[config.mk]
export PLATFORM = sky130hd
export DESIGN_NAME = vga_timing_gen_flat
export DESIGN_NICKNAME = d
export VERILOG_FILES = /design/src/rtl/vga_pkg.sv /design/src/rtl/vga_timing_gen_if.sv /design/src/rtl/vga_delay_line.sv /design/src/rtl/vga_timing_gen.sv /design/src/flat_wrapper.sv
export SDC_FILE = /design/constraint.sdc
export NUM_CORES = 1
export LEC_CHECK = 0
export CAP_MARGIN = 20
export CORE_ASPECT_RATIO = 0.7
export CORE_UTILIZATION = 45
export DETAILED_ROUTE_END_ITERATION = 16
export PLACE_DENSITY = 0.78
export SLEW_MARGIN = 5
export SYNTH_ARGS = -nofsm -noshare
export SYNTH_HDL_FRONTEND = slang
export SYNTH_SLANG_ARGS = --single-unit
[constraint.sdc]
create_clock -name pixel_clk -period 2.4 [get_ports pixel_clk]
set_input_delay 0.24 -clock pixel_clk [delete_from_list [all_inputs] [get_ports pixel_clk]]
set_output_delay 0.24 -clock pixel_clk [all_outputs]
set_load 0.02 [all_outputs]
[src/rtl/vga_pkg.sv]
// Shared types and default 640x480@60 timing for the VGA raster timing generator.
package vga_pkg;

    typedef enum logic [1:0] {
        IDLE  = 2'd0,
        RUN   = 2'd1,
        DRAIN = 2'd2
    } vga_state_t;

    localparam int DEF_H_ACTIVE = 640;
    localparam int DEF_H_FP     = 16;
    localparam int DEF_H_SYNC   = 96;
    localparam int DEF_H_BP     = 48;
    localparam int DEF_V_ACTIVE = 480;
    localparam int DEF_V_FP     = 10;
    localparam int DEF_V_SYNC   = 2;
    localparam int DEF_V_BP     = 33;

    function automatic int max2(input int a, input int b);
        return (a > b) ? a : b;
    endfunction

endpackage

[src/rtl/vga_timing_gen_if.sv]
// Video-side bundle from the timing generator to the pixel pipeline.
interface vga_timing_gen_if #(
    parameter int COORD_W = 10,
    parameter int FRAME_W = 8
);
    logic [COORD_W-1:0] x_o;
    logic [COORD_W-1:0] y_o;
    logic               hsync_o;
    logic               vsync_o;
    logic               de_o;
    logic               line_start_o;
    logic               frame_start_o;
    logic [FRAME_W-1:0] frame_cnt_o;
    logic               busy_o;

    modport master (
        output x_o, y_o, hsync_o, vsync_o, de_o, line_start_o, frame_start_o,
               frame_cnt_o, busy_o
    );
    modport slave (
        input  x_o, y_o, hsync_o, vsync_o, de_o, line_start_o, frame_start_o,
               frame_cnt_o, busy_o
    );
endinterface

[src/rtl/vga_delay_line.sv]
// Synchronous-reset shift register; reset loads RST_VAL into every stage so a
// flush leaves the output at the idle levels immediately.
module vga_delay_line #(
    parameter int               WIDTH   = 5,
    parameter int               DEPTH   = 1,
    parameter logic [WIDTH-1:0] RST_VAL = '0
) (
    input  logic             clk,
    input  logic             rst_n,
    input  logic [WIDTH-1:0] d_i,
    output logic [WIDTH-1:0] q_o
);
    logic [DEPTH-1:0][WIDTH-1:0] pipe_q;

    always_ff @(posedge clk) begin
        if (!rst_n) begin
            pipe_q <= {DEPTH{RST_VAL}};
        end else begin
            pipe_q[0] <= d_i;
            for (int i = 1; i < DEPTH; i++) begin
                pipe_q[i] <= pipe_q[i-1];
            end
        end
    end

    assign q_o = pipe_q[DEPTH-1];

endmodule

[src/rtl/vga_timing_gen.sv]
// Parametrised VGA raster timing generator: coordinates lead the sync/DE strobes
// by LEAD cycles so a pipelined pixel generator's RGB lines up with de_o.
module vga_timing_gen
    import vga_pkg::*;
#(
    parameter int H_ACTIVE = DEF_H_ACTIVE,
    parameter int H_FP     = DEF_H_FP,
    parameter int H_SYNC   = DEF_H_SYNC,
    parameter int H_BP     = DEF_H_BP,
    parameter int V_ACTIVE = DEF_V_ACTIVE,
    parameter int V_FP     = DEF_V_FP,
    parameter int V_SYNC   = DEF_V_SYNC,
    parameter int V_BP     = DEF_V_BP,
    parameter bit HS_POL   = 1'b0,
    parameter bit VS_POL   = 1'b0,
    parameter int LEAD     = 2,
    parameter int COORD_W  = 10,
    parameter int FRAME_W  = 8
) (
    input  logic              pixel_clk,
    input  logic              reset_n,
    input  logic              run_i,
    vga_timing_gen_if.master  vid
);
    localparam int H_TOTAL  = H_ACTIVE + H_FP + H_SYNC + H_BP;
    localparam int V_TOTAL  = V_ACTIVE + V_FP + V_SYNC + V_BP;
    localparam int HS_BEG   = H_ACTIVE + H_FP;
    localparam int HS_END   = H_ACTIVE + H_FP + H_SYNC;
    localparam int VS_BEG   = V_ACTIVE + V_FP;
    localparam int VS_END   = V_ACTIVE + V_FP + V_SYNC;
    localparam logic [COORD_W-1:0] H_LAST = COORD_W'(H_TOTAL - 1);
    localparam logic [COORD_W-1:0] V_LAST = COORD_W'(V_TOTAL - 1);
    // Strobe order {hs, vs, de, ls, fs}; idle means sync lines at their inactive level.
    localparam logic [4:0] STRB_IDLE = {~HS_POL, ~VS_POL, 3'b000};

    if (COORD_W < $clog2(max2(H_TOTAL, V_TOTAL))) begin : g_chk_coord_w
        $error("COORD_W too narrow for H_TOTAL/V_TOTAL");
    end
    if (LEAD < 0 || LEAD > 7) begin : g_chk_lead
        $error("LEAD must be in 0..7");
    end

    vga_state_t         state_q, state_d;
    logic               cnt_en;
    logic               last_px;
    logic [COORD_W-1:0] h_q, h_d, v_q, v_d;
    logic [COORD_W-1:0] x_q, y_q;
    logic [FRAME_W-1:0] fcnt_q, fcnt_d;
    logic               hs_act, vs_act, de_act, ls_act, fs_act;
    logic [4:0]         strb, strb_q;

    assign last_px = (h_q == H_LAST) && (v_q == V_LAST);

    always_ff @(posedge pixel_clk) begin
        if (!reset_n) state_q <= IDLE;
        else          state_q <= state_d;
    end

    // DRAIN keeps counting; run_i wins over the frame-end exit so re-arming never gaps.
    always_comb begin
        state_d = state_q;
        case (state_q)
            IDLE:    if (run_i) state_d = RUN;
            RUN:     if (!run_i) state_d = DRAIN;
            DRAIN: begin
                if (run_i)        state_d = RUN;
                else if (last_px) state_d = IDLE;
            end
            default: state_d = IDLE;
        endcase
    end

    always_comb begin
        cnt_en = (state_q == RUN) || (state_q == DRAIN);
    end

    always_comb begin
        h_d    = h_q;
        v_d    = v_q;
        fcnt_d = fcnt_q;
        if (cnt_en) begin
            if (h_q == H_LAST) begin
                h_d = '0;
                v_d = (v_q == V_LAST) ? '0 : v_q + 1'b1;
            end else begin
                h_d = h_q + 1'b1;
            end
            if (last_px) fcnt_d = fcnt_q + 1'b1;
        end else begin
            h_d = '0;
            v_d = '0;
        end
    end

    always_ff @(posedge pixel_clk) begin
        if (!reset_n) begin
            h_q    <= '0;
            v_q    <= '0;
            x_q    <= '0;
            y_q    <= '0;
            fcnt_q <= '0;
        end else begin
            h_q    <= h_d;
            v_q    <= v_d;
            x_q    <= h_q;
            y_q    <= v_q;
            fcnt_q <= fcnt_d;
        end
    end

    always_comb begin
        hs_act = cnt_en && (int'(h_q) >= HS_BEG) && (int'(h_q) < HS_END);
        vs_act = cnt_en && (int'(v_q) >= VS_BEG) && (int'(v_q) < VS_END);
        de_act = cnt_en && (int'(h_q) < H_ACTIVE) && (int'(v_q) < V_ACTIVE);
        ls_act = cnt_en && (h_q == '0) && (int'(v_q) < V_ACTIVE);
        fs_act = cnt_en && (h_q == '0) && (v_q == '0);
        strb   = {hs_act ? HS_POL : ~HS_POL,
                  vs_act ? VS_POL : ~VS_POL,
                  de_act, ls_act, fs_act};
    end

    // First stage sits alongside x_q/y_q; the remaining LEAD stages provide the lead.
    vga_delay_line #(
        .WIDTH   (5),
        .DEPTH   (LEAD + 1),
        .RST_VAL (STRB_IDLE)
    ) u_dly (
        .clk   (pixel_clk),
        .rst_n (reset_n),
        .d_i   (strb),
        .q_o   (strb_q)
    );

    assign vid.x_o           = x_q;
    assign vid.y_o           = y_q;
    assign vid.hsync_o       = strb_q[4];
    assign vid.vsync_o       = strb_q[3];
    assign vid.de_o          = strb_q[2];
    assign vid.line_start_o  = strb_q[1];
    assign vid.frame_start_o = strb_q[0];
    assign vid.frame_cnt_o   = fcnt_q;
    assign vid.busy_o        = cnt_en;

endmodule

[src/flat_wrapper.sv]
// flat-port wrapper written by rule: the top's interface ports become plain ports
module vga_timing_gen_flat import vga_pkg::*;
#(
    parameter int H_ACTIVE = DEF_H_ACTIVE,
    parameter int H_FP     = DEF_H_FP,
    parameter int H_SYNC   = DEF_H_SYNC,
    parameter int H_BP     = DEF_H_BP,
    parameter int V_ACTIVE = DEF_V_ACTIVE,
    parameter int V_FP     = DEF_V_FP,
    parameter int V_SYNC   = DEF_V_SYNC,
    parameter int V_BP     = DEF_V_BP,
    parameter bit HS_POL   = 1'b0,
    parameter bit VS_POL   = 1'b0,
    parameter int LEAD     = 2,
    parameter int COORD_W  = 10,
    parameter int FRAME_W  = 8
)
  (pixel_clk, reset_n, run_i, vid_x_o, vid_y_o, vid_hsync_o, vid_vsync_o, vid_de_o, vid_line_start_o, vid_frame_start_o, vid_frame_cnt_o, vid_busy_o);
  vga_timing_gen_if #(.COORD_W(COORD_W), .FRAME_W(FRAME_W)) vid_i ();
  input  logic pixel_clk;
  input  logic reset_n;
  input  logic run_i;
  output wire logic [$bits(vid_i.x_o)-1:0] vid_x_o;
  output wire logic [$bits(vid_i.y_o)-1:0] vid_y_o;
  output wire logic [$bits(vid_i.hsync_o)-1:0] vid_hsync_o;
  output wire logic [$bits(vid_i.vsync_o)-1:0] vid_vsync_o;
  output wire logic [$bits(vid_i.de_o)-1:0] vid_de_o;
  output wire logic [$bits(vid_i.line_start_o)-1:0] vid_line_start_o;
  output wire logic [$bits(vid_i.frame_start_o)-1:0] vid_frame_start_o;
  output wire logic [$bits(vid_i.frame_cnt_o)-1:0] vid_frame_cnt_o;
  output wire logic [$bits(vid_i.busy_o)-1:0] vid_busy_o;
  assign vid_x_o = vid_i.x_o;
  assign vid_y_o = vid_i.y_o;
  assign vid_hsync_o = vid_i.hsync_o;
  assign vid_vsync_o = vid_i.vsync_o;
  assign vid_de_o = vid_i.de_o;
  assign vid_line_start_o = vid_i.line_start_o;
  assign vid_frame_start_o = vid_i.frame_start_o;
  assign vid_frame_cnt_o = vid_i.frame_cnt_o;
  assign vid_busy_o = vid_i.busy_o;
  vga_timing_gen #(.H_ACTIVE(H_ACTIVE), .H_FP(H_FP), .H_SYNC(H_SYNC), .H_BP(H_BP), .V_ACTIVE(V_ACTIVE), .V_FP(V_FP), .V_SYNC(V_SYNC), .V_BP(V_BP), .HS_POL(HS_POL), .VS_POL(VS_POL), .LEAD(LEAD), .COORD_W(COORD_W), .FRAME_W(FRAME_W)) u_core (.pixel_clk(pixel_clk), .reset_n(reset_n), .run_i(run_i), .vid(vid_i));
endmodule
==> summary.md <==
| Metric | Value |
|---|---|
| Clock Pin Slew Worst Setup and Hold Paths | `about 0.070 ns` |
| Sequential element share of the synthesized area | `around half` |
| Worst slew pin tran | `between 0.4 and 0.5 ns` |
| Vias in the first global route | `approximately 1.8k` |
| Min-Delay Path Class | `flip-flop to flip-flop` |
| Post-DRT Antenna Nets | `0` |
| CTS tree | `yes` |
| Initial antenna violation count | `0` |
| Die Y-Extent | `~65 um` |
| Clock Sinks | `65` |
| Die Area | `between 0.006 and 0.007 sq mm` |
| Req. time, crit path | `2.16 ns` |
| Fin crit period | `~2.2 ns` |
| Fin crit share | `93.0%` |
| Synth Flop Type | `dfxtp_1` |
| Final count of negative-setup-slack endpoints | `0` |
| Syn Inst Count | `~270` |
| Largest net degree at the start of global routing | `23` |
| Finished Core Util | `59.3%` |
| Pwr dens | `between 700 and 800 mW/mm^2` |
| Fill count | `473` |
| Post-CTS Setup Bufs | `0` |
| Diodes inserted | `0` |
| Area Overhead vs Synth | `23.6%` |
| Die extent in x | `92.4 um` |
| Worst relative slew slack | `roughly two thirds` |
| First-pass GRT wire length | `around 8.7 mm` |
| Max IR drop VDD | `506 uV` |
| Status | `completed` |
| Std-Cell Rows | `22` |
| Crit Path Max Fanout | `9` |
| Gr ovfl total | `0` |
| # DRC | `0` |
| Yosys warns | `0` |
| Cts bufs inserted | `9` |
| Netlist cell types | `39` |
| Final setup margin | `0.169 ns` |
| Arrival time of the worst setup path | `1.99 ns` |
| Post-CTS Resized | `0` |
| Pre-CTS setup slack | `between 0.3 and 0.4 ns` |
| Number of H-tree levels | `3` |
| Most frequent cell after synthesis | `dfxtp_1` |
| Fraction of layout cells with a size suffix above 1 | `under 10%` |
| Post-DR wirelength/cell | `13.1 um` |
| Cts hold-fix bufs | `0` |
| Nets | `~320` |
| First-pass iteration count of the detailed router | `4` |
| Insertion delay to the later sink of the worst-skew pair | `between 0.3 and 0.4 ns` |
| Post-synthesis async set-or-reset flop share | `0%` |
| # IOs | `37` |
| Initial Util | `between 40% and 50%` |
| Post-Syn Nets | `roughly 290` |
| Max-cap violations | `0` |
| Vias/cell | `~5.1` |
| Worst Setup End Kind | `output port` |
| GP Congestion | `around 0.87` |
| Largest area contributor in the netlist | `dfxtp_1` |
| Core ar. | `about 0.0054 sq mm` |
| Post-Place Cells | `372` |
| Post-synthesis register bit count | `65` |
| Fmax achieved | `roughly 450 MHz` |
| Leakage | `~1.1 nW` |
| Synth top area share | `50.5%` |
| Syn_area_per_cell | `roughly 9.4 sq um` |
| Port buffer count | `36` |
| Clk_skew | `0.00683 ns` |
| Vias | `just under 2k` |
| Post-synth EDFFs | `0` |
| Deepest clock path buffer count | `2` |
| Synth cell count leaders | `dfxtp_1 (65), nor2_1 (25), and2_1 (22)` |
| Finished Layout Cells | `slightly below 400` |
| Ranking of synthesized cells by area | `dfxtp_1 (51%), and2_1 (5.3%), ha_1 (4.9%), nor2_1 (3.6%), nand4_1 (3.2%)` |
| RSZ-0062 raised after global routing | `false` |
| Root Driver | `clkbuf_8` |
| Final WL | `5.10 mm` |
| Dpl hpwl | `roughly 3.5 mm` |
| CP Launch Type | `flip-flop` |
| Final-report hold violation count | `0` |
| CP Class | `flip-flop to output port` |
| Final max-slew violation count | `0` |
| GRT Total Usage | `19.2%` |
| Syn Std Cell Area | `0.00257 sq mm` |
| Iter 0 DRT Violations | `approximately 190` |
| Setup TNS | `0 ns` |
==> path summary, 6_finish.rpt <==
check                           cells after the start                   start                         to  slack (ns)
worst max register to register                      4           u_core.v_q[4]  u_core.vid.frame_cnt_o[3]        0.30
worst min register to register                      1  u_core.u_dly.pipe_q[9]        u_core.u_dly.q_o[4]        0.41
worst min-delay path                                1  u_core.u_dly.pipe_q[9]        u_core.u_dly.q_o[4]        0.41
worst max-delay path                                3       u_core.state_q[0]                 vid_busy_o        0.17
==> power by group <==
part           total [W]  leakage, nW  switching, W  internal (W)
clock           0.000900       0.0994      0.000422      0.000478
sequential       0.00118        0.525     0.0000342       0.00114
combinational   0.000364        0.506      0.000223      0.000140
total            0.00244         1.13      0.000679       0.00176
==> cell families (layout without fill, tap and decap cells) <==
logic type	after synthesis	after routing	synth area share [%]
DFF	65	65	50.5
buffers and inverters	26	68	4.32
muxes	5	5	1.94
and+or+nand+nor	131	131	28.1
xor gates and xnor gates	14	14	4.76
AOI/OAI and AO/OA	23	23	5.49
adders and majority gates	10	10	4.86
==> worst max-delay path, stage by stage (launching register included) <==
cell	delay (ns)
dfxtp_1	0.42
inv_1	0.09
ha_1	0.47
clkdlybuf4s50_1	0.67
==> layer usage <==
layer / GRT usage, % / routed length, um / share of wire, %
met5: 0 / 0 / 0
met4: 7.23 / 72 / 1.4
met3: 8.80 / 345 / 6.8
met2: 27.2 / 2080 / 41
met1: 25.5 / 2600 / 51
==> registers in the layout, summed over array words and instances, names as in the netlist <==
signal                  count
u_core.v_q                 10
u_core.state_q              2
u_core.h_q                 10
u_core.u_dly.pipe_q        10
u_core.vid.x_o             10
u_core.u_dly.q_o            5
u_core.vid.frame_cnt_o      8
u_core.vid.y_o             10
==> per-stage QoR <==
stage / instance area, sq um / hold WS [ns] / power, W
floorplan: 2570 / 0.382 / 0.00144
global placement: 2990 / 0.391 / 0.00155
detailed placement: 2990 / 0.396 / 0.00156
CTS: 3180 / 0.407 / 0.00246
global route: 3180 / 0.420 / 0.00257
finish: 3180 / 0.407 / 0.00244
==> cell usage in the layout (no fill, tap or decap), types with 2 or more instances in the layout <==
cell type	count
a21oi_1	9
and2_1	22
and3_2	2
and4_1	2
buf_4	4
clkbuf_8	9
clkdlybuf4s50_1	36
clkinv_2	3
dfxtp_1	65
ha_1	10
inv_1	11
mux2i_1	5
nand2_1	19
nand2b_1	6
nand3_1	12
nand4_1	13
nor2_1	25
nor2b_1	2
nor3_1	5
nor3b_1	2
nor4_1	7
o21ai_0	5
o31ai_1	5
or3_1	3
or4_1	5
xnor2_1	7
xor2_1	7
==> layout make-up <==
cell class,instances,area (sq um),area share [%]
Tap cell,72,90.1,2.83
Inverter,12,45.0,1.42
Sequential cell,65,1300,40.9
Clock buffer,9,124,3.89
Timing Repair Buffer,40,390,12.3
Clock inverter,7,70.1,2.20
Multi-Input combinational cell,183,1160,36.5
No activity file was read; power rests on OpenSTA's default activity.
